`src/rtl/rssb_pkg.sv`:
```
`default_nettype none
// +----------------------------------------------------------------------+
// | rssb_pkg                                                             |
// | Shared types and constants for the rssb trace stage.                 |
// | Rev 1.0 - initial release                                            |
// +----------------------------------------------------------------------+
package rssb_pkg;

    localparam int REC_WORDS   = 5;
    localparam int TRACE_WIDTH = 8;

    typedef logic [2:0] rec_idx_t;

    typedef enum logic [0:0] {
        IDLE = 1'b0,
        SEND = 1'b1
    } trace_state_t;

    // Word 0 holds opc, word 4 holds oacc.
    typedef logic [REC_WORDS-1:0][TRACE_WIDTH-1:0] trace_rec_t;

    localparam rec_idx_t LAST_IDX = rec_idx_t'(REC_WORDS - 1);

endpackage
`default_nettype wire

```
`src/rtl/rssb_trace_fifo.sv`:
```
`default_nettype none
// +----------------------------------------------------------------------+
// | rssb_trace_fifo                                                      |
// | Circular record buffer with push/pop and registered occupancy.       |
// | Rev 1.0 - initial release                                            |
// +----------------------------------------------------------------------+
module rssb_trace_fifo
    import rssb_pkg::*;
#(
    parameter int WIDTH = 8,
    parameter int DEPTH = 8
) (
    input  logic                            clk,
    input  logic                            rst,
    input  logic                            push,
    input  logic                            pop,
    input  logic [REC_WORDS-1:0][WIDTH-1:0] wdata,
    output logic [REC_WORDS-1:0][WIDTH-1:0] rdata,
    output logic                            full,
    output logic                            empty
);

    localparam int             c_AW   = $clog2(DEPTH);
    localparam logic [c_AW:0]  c_FULL = (c_AW + 1)'(DEPTH);

    logic [REC_WORDS-1:0][WIDTH-1:0] r_mem [DEPTH];
    logic [c_AW-1:0]                 r_wptr;
    logic [c_AW-1:0]                 r_rptr;
    logic [c_AW:0]                   r_count;
    logic                            w_wr;
    logic                            w_rd;

    assign w_rd = pop && (r_count != '0);
    // A pop on the same edge frees the slot, so a push while full is still taken.
    assign w_wr = push && (!full || w_rd);

    always_ff @(posedge clk or negedge rst) begin
        if (!rst) begin
            r_wptr  <= '0;
            r_rptr  <= '0;
            r_count <= '0;
        end else begin
            if (w_wr) r_wptr <= r_wptr + 1'b1;
            if (w_rd) r_rptr <= r_rptr + 1'b1;
            case ({w_wr, w_rd})
                2'b10:   r_count <= r_count + 1'b1;
                2'b01:   r_count <= r_count - 1'b1;
                default: r_count <= r_count;
            endcase
        end
    end

    always_ff @(posedge clk) begin
        if (w_wr) r_mem[r_wptr] <= wdata;
    end

    assign rdata = r_mem[r_rptr];
    assign full  = (r_count == c_FULL);
    assign empty = (r_count == '0);

endmodule
`default_nettype wire

```
`src/rtl/rssb_trace.sv`:
```
`default_nettype none
// +----------------------------------------------------------------------+
// | rssb_trace                                                           |
// | Captures rssb debug outputs on PC change and streams 5-word records. |
// | Rev 1.0 - initial release                                            |
// +----------------------------------------------------------------------+
module rssb_trace
    import rssb_pkg::*;
#(
    parameter int WIDTH = 8,
    parameter int DEPTH = 8
) (
    input  logic             clk,
    input  logic             rst,
    input  logic             en,
    input  logic [WIDTH-1:0] opc,
    input  logic [WIDTH-1:0] omem,
    input  logic [WIDTH-1:0] oop1,
    input  logic [WIDTH-1:0] osub,
    input  logic [WIDTH-1:0] oacc,
    output logic [WIDTH-1:0] tx_data,
    output logic             tx_valid,
    input  logic             tx_ready,
    output logic             tx_last,
    output logic             full,
    output logic             empty,
    output logic [7:0]       drop_cnt
);

    typedef logic [REC_WORDS-1:0][WIDTH-1:0] rec_t;

    localparam logic [0:0] c_ST_IDLE = IDLE;
    localparam logic [0:0] c_ST_SEND = SEND;

    logic [WIDTH-1:0] r_prev_pc;
    logic             r_armed;
    logic [7:0]       r_drop_cnt;
    logic [0:0]       r_state;
    rec_idx_t         r_idx;
    rec_t             r_hold;
    rec_t             w_capture;
    rec_t             w_fifo_rdata;
    logic             w_push_req;
    logic             w_pop;
    logic             w_hs;

    assign w_push_req = en && (!r_armed || (opc != r_prev_pc));
    assign w_capture  = {oacc, osub, oop1, omem, opc};

    always_ff @(posedge clk or negedge rst) begin
        if (!rst) begin
            r_prev_pc <= '0;
            r_armed   <= 1'b0;
        end else if (en) begin
            r_prev_pc <= opc;
            r_armed   <= 1'b1;
        end else begin
            r_armed   <= 1'b0;
        end
    end

    assign w_hs  = (r_state == c_ST_SEND) && tx_ready;
    // Pop when idle, or on the last word's handshake to chain records without a bubble.
    assign w_pop = !empty && ((r_state == c_ST_IDLE) || (w_hs && (r_idx == LAST_IDX)));

    rssb_trace_fifo #(
        .WIDTH (WIDTH),
        .DEPTH (DEPTH)
    ) u_fifo (
        .clk   (clk),
        .rst   (rst),
        .push  (w_push_req),
        .pop   (w_pop),
        .wdata (w_capture),
        .rdata (w_fifo_rdata),
        .full  (full),
        .empty (empty)
    );

    always_ff @(posedge clk or negedge rst) begin
        if (!rst) begin
            r_drop_cnt <= '0;
        end else if (w_push_req && full && !w_pop && (r_drop_cnt != 8'hff)) begin
            r_drop_cnt <= r_drop_cnt + 1'b1;
        end
    end

    always_ff @(posedge clk or negedge rst) begin
        if (!rst) begin
            r_state <= c_ST_IDLE;
            r_idx   <= '0;
            r_hold  <= '0;
        end else begin
            case (r_state)
                c_ST_IDLE: begin
                    if (w_pop) begin
                        r_hold  <= w_fifo_rdata;
                        r_idx   <= '0;
                        r_state <= c_ST_SEND;
                    end
                end
                c_ST_SEND: begin
                    if (w_hs) begin
                        if (r_idx != LAST_IDX) begin
                            r_idx <= r_idx + 1'b1;
                        end else if (w_pop) begin
                            r_hold <= w_fifo_rdata;
                            r_idx  <= '0;
                        end else begin
                            r_state <= c_ST_IDLE;
                        end
                    end
                end
                default: r_state <= c_ST_IDLE;
            endcase
        end
    end

    assign tx_valid = (r_state == c_ST_SEND);
    assign tx_data  = tx_valid ? r_hold[r_idx] : '0;
    assign tx_last  = tx_valid && (r_idx == LAST_IDX);
    assign drop_cnt = r_drop_cnt;

endmodule
`default_nettype wire

```
`config.mk`:
```
export PLATFORM = sky130hd
export DESIGN_NAME = rssb_trace
export DESIGN_NICKNAME = d
export VERILOG_FILES = /design/src/rtl/rssb_pkg.sv /design/src/rtl/rssb_trace_fifo.sv /design/src/rtl/rssb_trace.sv
export SDC_FILE = /design/constraint.sdc
export NUM_CORES = 1
export LEC_CHECK = 0
export ABC_AREA = 1
export CAP_MARGIN = 20
export CORE_MARGIN = 5
export CORE_UTILIZATION = 61
export CTS_CLUSTER_DIAMETER = 100
export DETAILED_ROUTE_END_ITERATION = 10
export PLACE_DENSITY = 0.8
export SYNTH_ARGS = -nofsm -noshare
export SYNTH_HDL_FRONTEND = slang
export SYNTH_SLANG_ARGS = --single-unit
export TNS_END_PERCENT = 50
```
`constraint.sdc`:
```
create_clock -name clk -period 5.7 [get_ports clk]
set_clock_uncertainty 0.1 [all_clocks]
set_input_delay 1.14 -clock clk [delete_from_list [all_inputs] [get_ports clk]]
set_output_delay 1.14 -clock clk [all_outputs]
set_load 0.005 [all_outputs]
```
# Yosys cells after proc, flatten, opt, wreduce, memory -nomap -nowiden
# Memories as Yosys holds them, arrays and structs flattened.
# Index checks and enable logic that the tools add are counted.
[totals] ram_bits=320 register_bits=71 elab_cells=71 mem_count=1 in_bits=44
[op_classes] n_reduce_logical=21 bitwise=1 muxes=19 addsub=6 eq_ne=9 magnitude_cmp=1
[mem_list] name="u_fifo.r_mem" words=8 width=40 read_ports=1 rd_ports_with_merged_regs=0 wr=1 line_no="rssb_trace_fifo.sv:26" text="logic [REC_WORDS-1:0][WIDTH-1:0] r_mem [DEPTH];"
[ops] op="40-bit two-way mux" count=3
[ops] op="40-bit one-hot mux with 2 select lines" count=1
[ops] op="8-bit binary-select mux with 3-bit select" count=1
[ops] op="8-bit two-way mux" count=2
[ops] op="1-bit logical AND" count=10
[ops] op="3-bit by 1-bit adder with 3-bit output (second input constant)" count=3
[ops] op="3-bit two-way mux" count=3
[ops] op="8-bit by 1-bit adder with 8-bit output (second input constant)" count=1
[ops] op="8-bit != test" count=1
[ops] op="8-bit != test (second input constant)" count=1
[ops] op="4-bit one-hot mux with 2 select lines" count=1
[ops] op="1-bit two-way mux" count=6
[ops] op="3-bit one-hot mux with 2 select lines" count=1
[ops] op="4-bit by 1-bit adder with 4-bit output (second input constant)" count=1
[ops] op="4-bit equality test (second input constant)" count=1
[ops] op="1-bit logical NOT" count=4
[ops] op="4-bit logical NOT" count=1
[ops] op="3-bit by 4-bit less-than comparator with 1-bit output (second input constant)" count=1
[ops] op="4-bit nonzero test" count=1
[ops] op="4-bit by 1-bit subtractor with 4-bit output (second input constant)" count=1
[ops] op="3-bit equality test (second input constant)" count=1
[ops] op="1-bit logical OR" count=3
[ops] op="3-bit != test (second input constant)" count=1
[ops] op="2-bit by 1-bit equality test with 1-bit output (second input constant)" count=1
[ops] op="other kinds (7)" count=7

# Logic depth before layout (Yosys ltp)
[depth] ltp_word=9 mapped_depth=17 mapped_depth_nobuf=15

# Cells and area by module
# From an unflattened synthesis, not the netlist that was laid out.
[hier_totals] hier_cells=1883 area_unflattened_um2=17498.0
[modules_own_cells] mod="rssb_trace_fifo" area_each_um2=14411.3 seq_area_each_um2=9859.5 n_inst=1 cells_per_inst=1472
[modules_own_cells] mod="rssb_trace" area_each_um2=3086.7 seq_area_each_um2=1526.5 n_inst=1 cells_per_inst=411

# Worst setup path before layout
# Ideal clock, no wire load.
[synth_timing] kind="in2reg" from="in tx_ready" to="mem u_fifo.r_mem[0][0] (netlist bit), enable pin" setup_ns=0.437 arrival_ns=3.513 setup_slack_ns=1.650 cell_stages=7 cell_sequence="nand2_1 > o21ai_2 > inv_2 > nand2_4 > nand3_1 > buf_4 > nor2_1"
[synth_via] elab_chain_len=9
[synth_lines] element="from (decl)" line_no="rssb_trace.sv:23" text="input logic tx_ready,"
[synth_lines] element="1-bit logical AND" line_no="rssb_trace.sv:62" text="assign w_hs = (r_state == c_ST_SEND) && tx_ready;"
[synth_lines] element="1-bit logical AND" line_no="rssb_trace.sv:64" text="assign w_pop = !empty && ((r_state == c_ST_IDLE) || (w_hs && (r_idx == LAST_IDX)));"
[synth_lines] element="1-bit logical OR" line_no="rssb_trace.sv:64"
[synth_lines] element="1-bit logical AND" line_no="rssb_trace.sv:64"
[synth_lines] element="1-bit logical AND" line_no="rssb_trace_fifo.sv:33" text="assign w_rd = pop && (r_count != '0);"
[synth_lines] element="1-bit logical OR" line_no="rssb_trace_fifo.sv:35" text="assign w_wr = push && (!full || w_rd);"
[synth_lines] element="1-bit logical AND" line_no="rssb_trace_fifo.sv:35"
[synth_lines] element="1-bit two-way mux" line_no="rssb_trace_fifo.sv:54" text="if (w_wr) r_mem[r_wptr] <= wdata;"
[synth_lines] element="1-bit two-way mux (not written as such)" line_no="rssb_trace_fifo.sv:54"
[synth_lines] element="to (decl)" line_no="rssb_trace_fifo.sv:26"
# No other way between the ends.

# Final worst setup path
[layout_timing] from="in opc[6]" to="mem u_fifo.r_mem[5][10] (netlist bit), enable pin"
[layout_via] elab_chain_len=6
[layout_lines] element="from (decl)" line_no="rssb_trace.sv:16" text="input logic [WIDTH-1:0] opc,"
[layout_lines] element="8-bit != test" line_no="rssb_trace.sv:47" text="assign w_push_req = en && (!r_armed || (opc != r_prev_pc));"
[layout_lines] element="1-bit logical OR" line_no="rssb_trace.sv:47"
[layout_lines] element="1-bit logical AND" line_no="rssb_trace.sv:47"
[layout_lines] element="1-bit logical AND" line_no="rssb_trace_fifo.sv:35"
[layout_lines] element="1-bit two-way mux" line_no="rssb_trace_fifo.sv:54"
[layout_lines] element="1-bit two-way mux (not written as such)" line_no="rssb_trace_fifo.sv:54"
# No other way between the ends.

==> results.cfg <==
[drt]
drtIter0Drc = 1259
wl_per_cell_um = 19.2
dr.pass1.iters = 5
routed_wl_mm = 34.8
vias = 10600
ant_nets = 0
routed_via_density = 5.85
post-route-drc-count = 0

[power]
power_density_nw_per_um2 = 484
power_leakage_uw = 0.00717
intPower_uw = 5960
irDropWorstVdd_v = 0.000375
power.switching_uw = 3010
seq_power_share_pct = 44.9
pwr-share-comb_pct = 26.9
p_clk_share_pct = 28.2
swShare_pct = 33.6

[yosys]
synthArstFlopShare_pct = 18.2
synthCells = 1406
yosysSeqAreaShare_pct = 69.5
synth_warnings = 0
synth_fp_nets = 1459
synth_ff_type = edfxtp_1
synth-edff-count = 320
synth_area_per_cell_um2 = 11.6
synth_seq_cells = 391
mappedNetlistArea_um2 = 16400
synth.distinct_cells = 34

[placed_design]
hpwlAfterDp_mm = 19.9
io_buffers = 63
gp_congestion = 0.852

[min_path]
hold_path.class = reg2reg

[cts]
cts_made_buffers = 38
clock-root-buffer = clkbuf_16
holdBufCountCts = 0
h-tree-depth = 2
cts_sinks = 391
cts_setup_buffers = 0
cts_resized = 0
cts_tree = done
path_clk_slew_ns = 0.06
cts_buffer_depth = 3
insertion_delay_ns = 0.53

[global_route]
grt_overflow = 0
grt_pass1_vias = 10500
grt_antenna_before_repair = 0
grt_pass1_wl_mm = 55.4
grtUsageTotal_pct = 23.1
grt_max_degree = 110

[floorplan]
dieArea_um2 = 30200
die_x_um = 174
rows = 60
coreArea_um2 = 26700
io_pins = 64
die_h_um = 174
initial_core_util_pct = 61.3

[run]
drv_cap = 0

[sta]
tightest_slew_ns = 0.975
slew_viol_final = 0
slew_headroom_pct = 35.0
period_share_pct = 74.5
rsz0062_at_grt = false
max_freq_ghz = 0.235
setup_viol = 0
tns_ns = 0
min_period_ns = 4.25
final-hold-violation-count = 0

[cells_and_area]
drive_gt1_share_pct = 6.92
diodes = 0
final_core_util_pct = 69.3
areaGrowthSynthToFinish_pct = 13.2
nNetsFinal = 1499

[worst_setup_path]
cpPeakStageDelay_ns = 0.72
critPathTopFamily = simple AND/OR/NAND/NOR gates
crit_arrival_ns = 4.35
crit_top_cell = nand2_1
crit_type = in2reg
worstPathMaxFanout = 18
path_cells = clkdlybuf4s50_1 -> inv_1 -> nand2_1 -> nand2_1 -> nand3_1 -> nor2_1 -> nand2_1 -> nand3_1 -> buf_4 -> nor2_4 -> buf_4
r2r_setup_slack_ns = 1.76
crit_buf_inv = 4
crit_path_start_kind = input pin
cp.required_ns = 5.80
worst_path_max_delay_cell = clkdlybuf4s50_1
worstSetupEndpointType = flop

[run_status]
status = complete, no violations
[flip-flops by register name (all words and copies together) (netlist names)]
signal / flops
u_fifo.r_mem: 320
r_hold: 40
drop_cnt: 8
r_prev_pc: 8
u_fifo.r_count: 4
r_idx: 3
u_fifo.r_rptr: 3
u_fifo.r_wptr: 3
r_armed: 1
tx_valid: 1
[Yosys cell counts (all sizes together), types with 2 or more instances]
| cell type | instances | share of area [%] |
|---|---|---|
| edfxtp | 320 | 59 |
| nand2 | 221 | 5.1 |
| inv | 203 | 4.7 |
| nand3 | 133 | 4.1 |
| o21ai | 124 | 3.8 |
| a21oi | 107 | 3.3 |
| o211ai | 81 | 3.7 |
| dfrtp | 71 | 11 |
| buf | 57 | 2.1 |
| clkbuf | 25 | 0.57 |
| nor2 | 20 | 0.60 |
| nand4 | 12 | 0.46 |
| ha | 8 | 0.61 |
| xor2 | 8 | 0.43 |
| nor3 | 5 | 0.32 |
| xnor2 | 4 | 0.21 |
| clkinv | 2 | 0.046 |
| mux2 | 2 | 0.14 |
| nand3b | 2 | 0.092 |
[power by group through the flow]
| stage | registers (µW) | clock network (µW) | logic, µW |
|---|---|---|---|
| finish | 4020 | 2530 | 2410 |
| global route | 4070 | 2710 | 2700 |
| CTS | 4010 | 2560 | 2410 |
| detailed placement | 4060 | 0 | 2380 |
| global placement | 4050 | 0 | 2280 |
| floorplan | 3820 | 0 | 1880 |
[cell usage in the layout (no fill, tap or decap), types with 3 or more instances in the layout]
cell type / instances
nand3_1: 132
dfrtp_1: 69
edfxtp_1: 320
a21oi_1: 107
clkbuf_1: 9
clkbuf_8: 6
nor2_1: 10
xor2_1: 8
ha_1: 8
buf_12: 4
clkinv_1: 5
nor2_4: 9
inv_1: 199
buf_4: 16
nand2_1: 219
clkinv_2: 5
o21ai_1: 23
o21ai_0: 100
nand4_1: 12
clkbuf_16: 40
o211ai_1: 81
clkdlybuf4s50_1: 62
xnor2_1: 4
bufinv_16: 3
inv_2: 3
[cells by family after synthesis]
kind of cell             share of synthesized area, %
AO/OA/AOI/OAI                                    10.8
XOR/XNOR                                        0.642
adder cells (fa/ha/maj)                         0.733
buffers and inverters                            7.43
flip-flops                                       69.5
multiplexers                                    0.138
AND/OR/NAND/NOR                                  10.7
[final cells by class]
class / instances / area [µm²]
clock inverter: 14 / 166
sequential: 391 / 11400
timing repair buffer: 82 / 821
multi-input combinational: 728 / 3830
tap: 341 / 427
inverter: 205 / 772
clock buffer: 55 / 1120
fill: 1781 / 8190
[worst min-delay path, delay by kind of cell (launching register included)]
kind / cells / cell delay (ns)
AND/OR/NAND/NOR: 2 / 0.11
flip-flops: 1 / 0.34
[final timing paths]
kind	from	endpoint	cells past startpoint
worst max-delay path	opc[6]	u_fifo.r_mem[5][10]$_DFFE_PP_	11
min in group asynchronous	rst	r_prev_pc[4]$_DFFE_PN0P_	1
max in group asynchronous	rst	u_fifo.r_rptr[1]$_DFFE_PN0P_	1
worst max register to register	r_idx[0]$_DFFE_PN0N_	u_fifo.r_mem[5][10]$_DFFE_PP_	10
worst min-delay path	r_hold[29]$_DFFE_PN0P_	r_hold[29]$_DFFE_PN0P_	2
worst min register to register	r_hold[29]$_DFFE_PN0P_	r_hold[29]$_DFFE_PN0P_	2
[routing by layer]
layer | up-vias | wire length, µm | GRT usage (%)
li1 | 4952 | - | -
met3 | 79 | 2490 | 3.86
met1 | 5136 | 14300 | 31.5
met4 | 0 | 1030 | 8.91
met5 | - | 0 | 0
met2 | 448 | 17000 | 37.7
[per-stage QoR]
stage               total power, µW  hold WS [ns]  std cells  worst slack, ns  cell area [µm²]
finish                         8970         0.388       1816             1.45            18500
floorplan                      5700         0.344       1406             1.65            16400
global route                   9480         0.401       1816             1.21            18500
detailed placement             6440         0.370       1747            0.931            17200
global placement               6330         0.358       1747             1.00            17200
CTS                            8980         0.386       1816             1.46            18500
No activity file was read; power rests on OpenSTA's default activity.
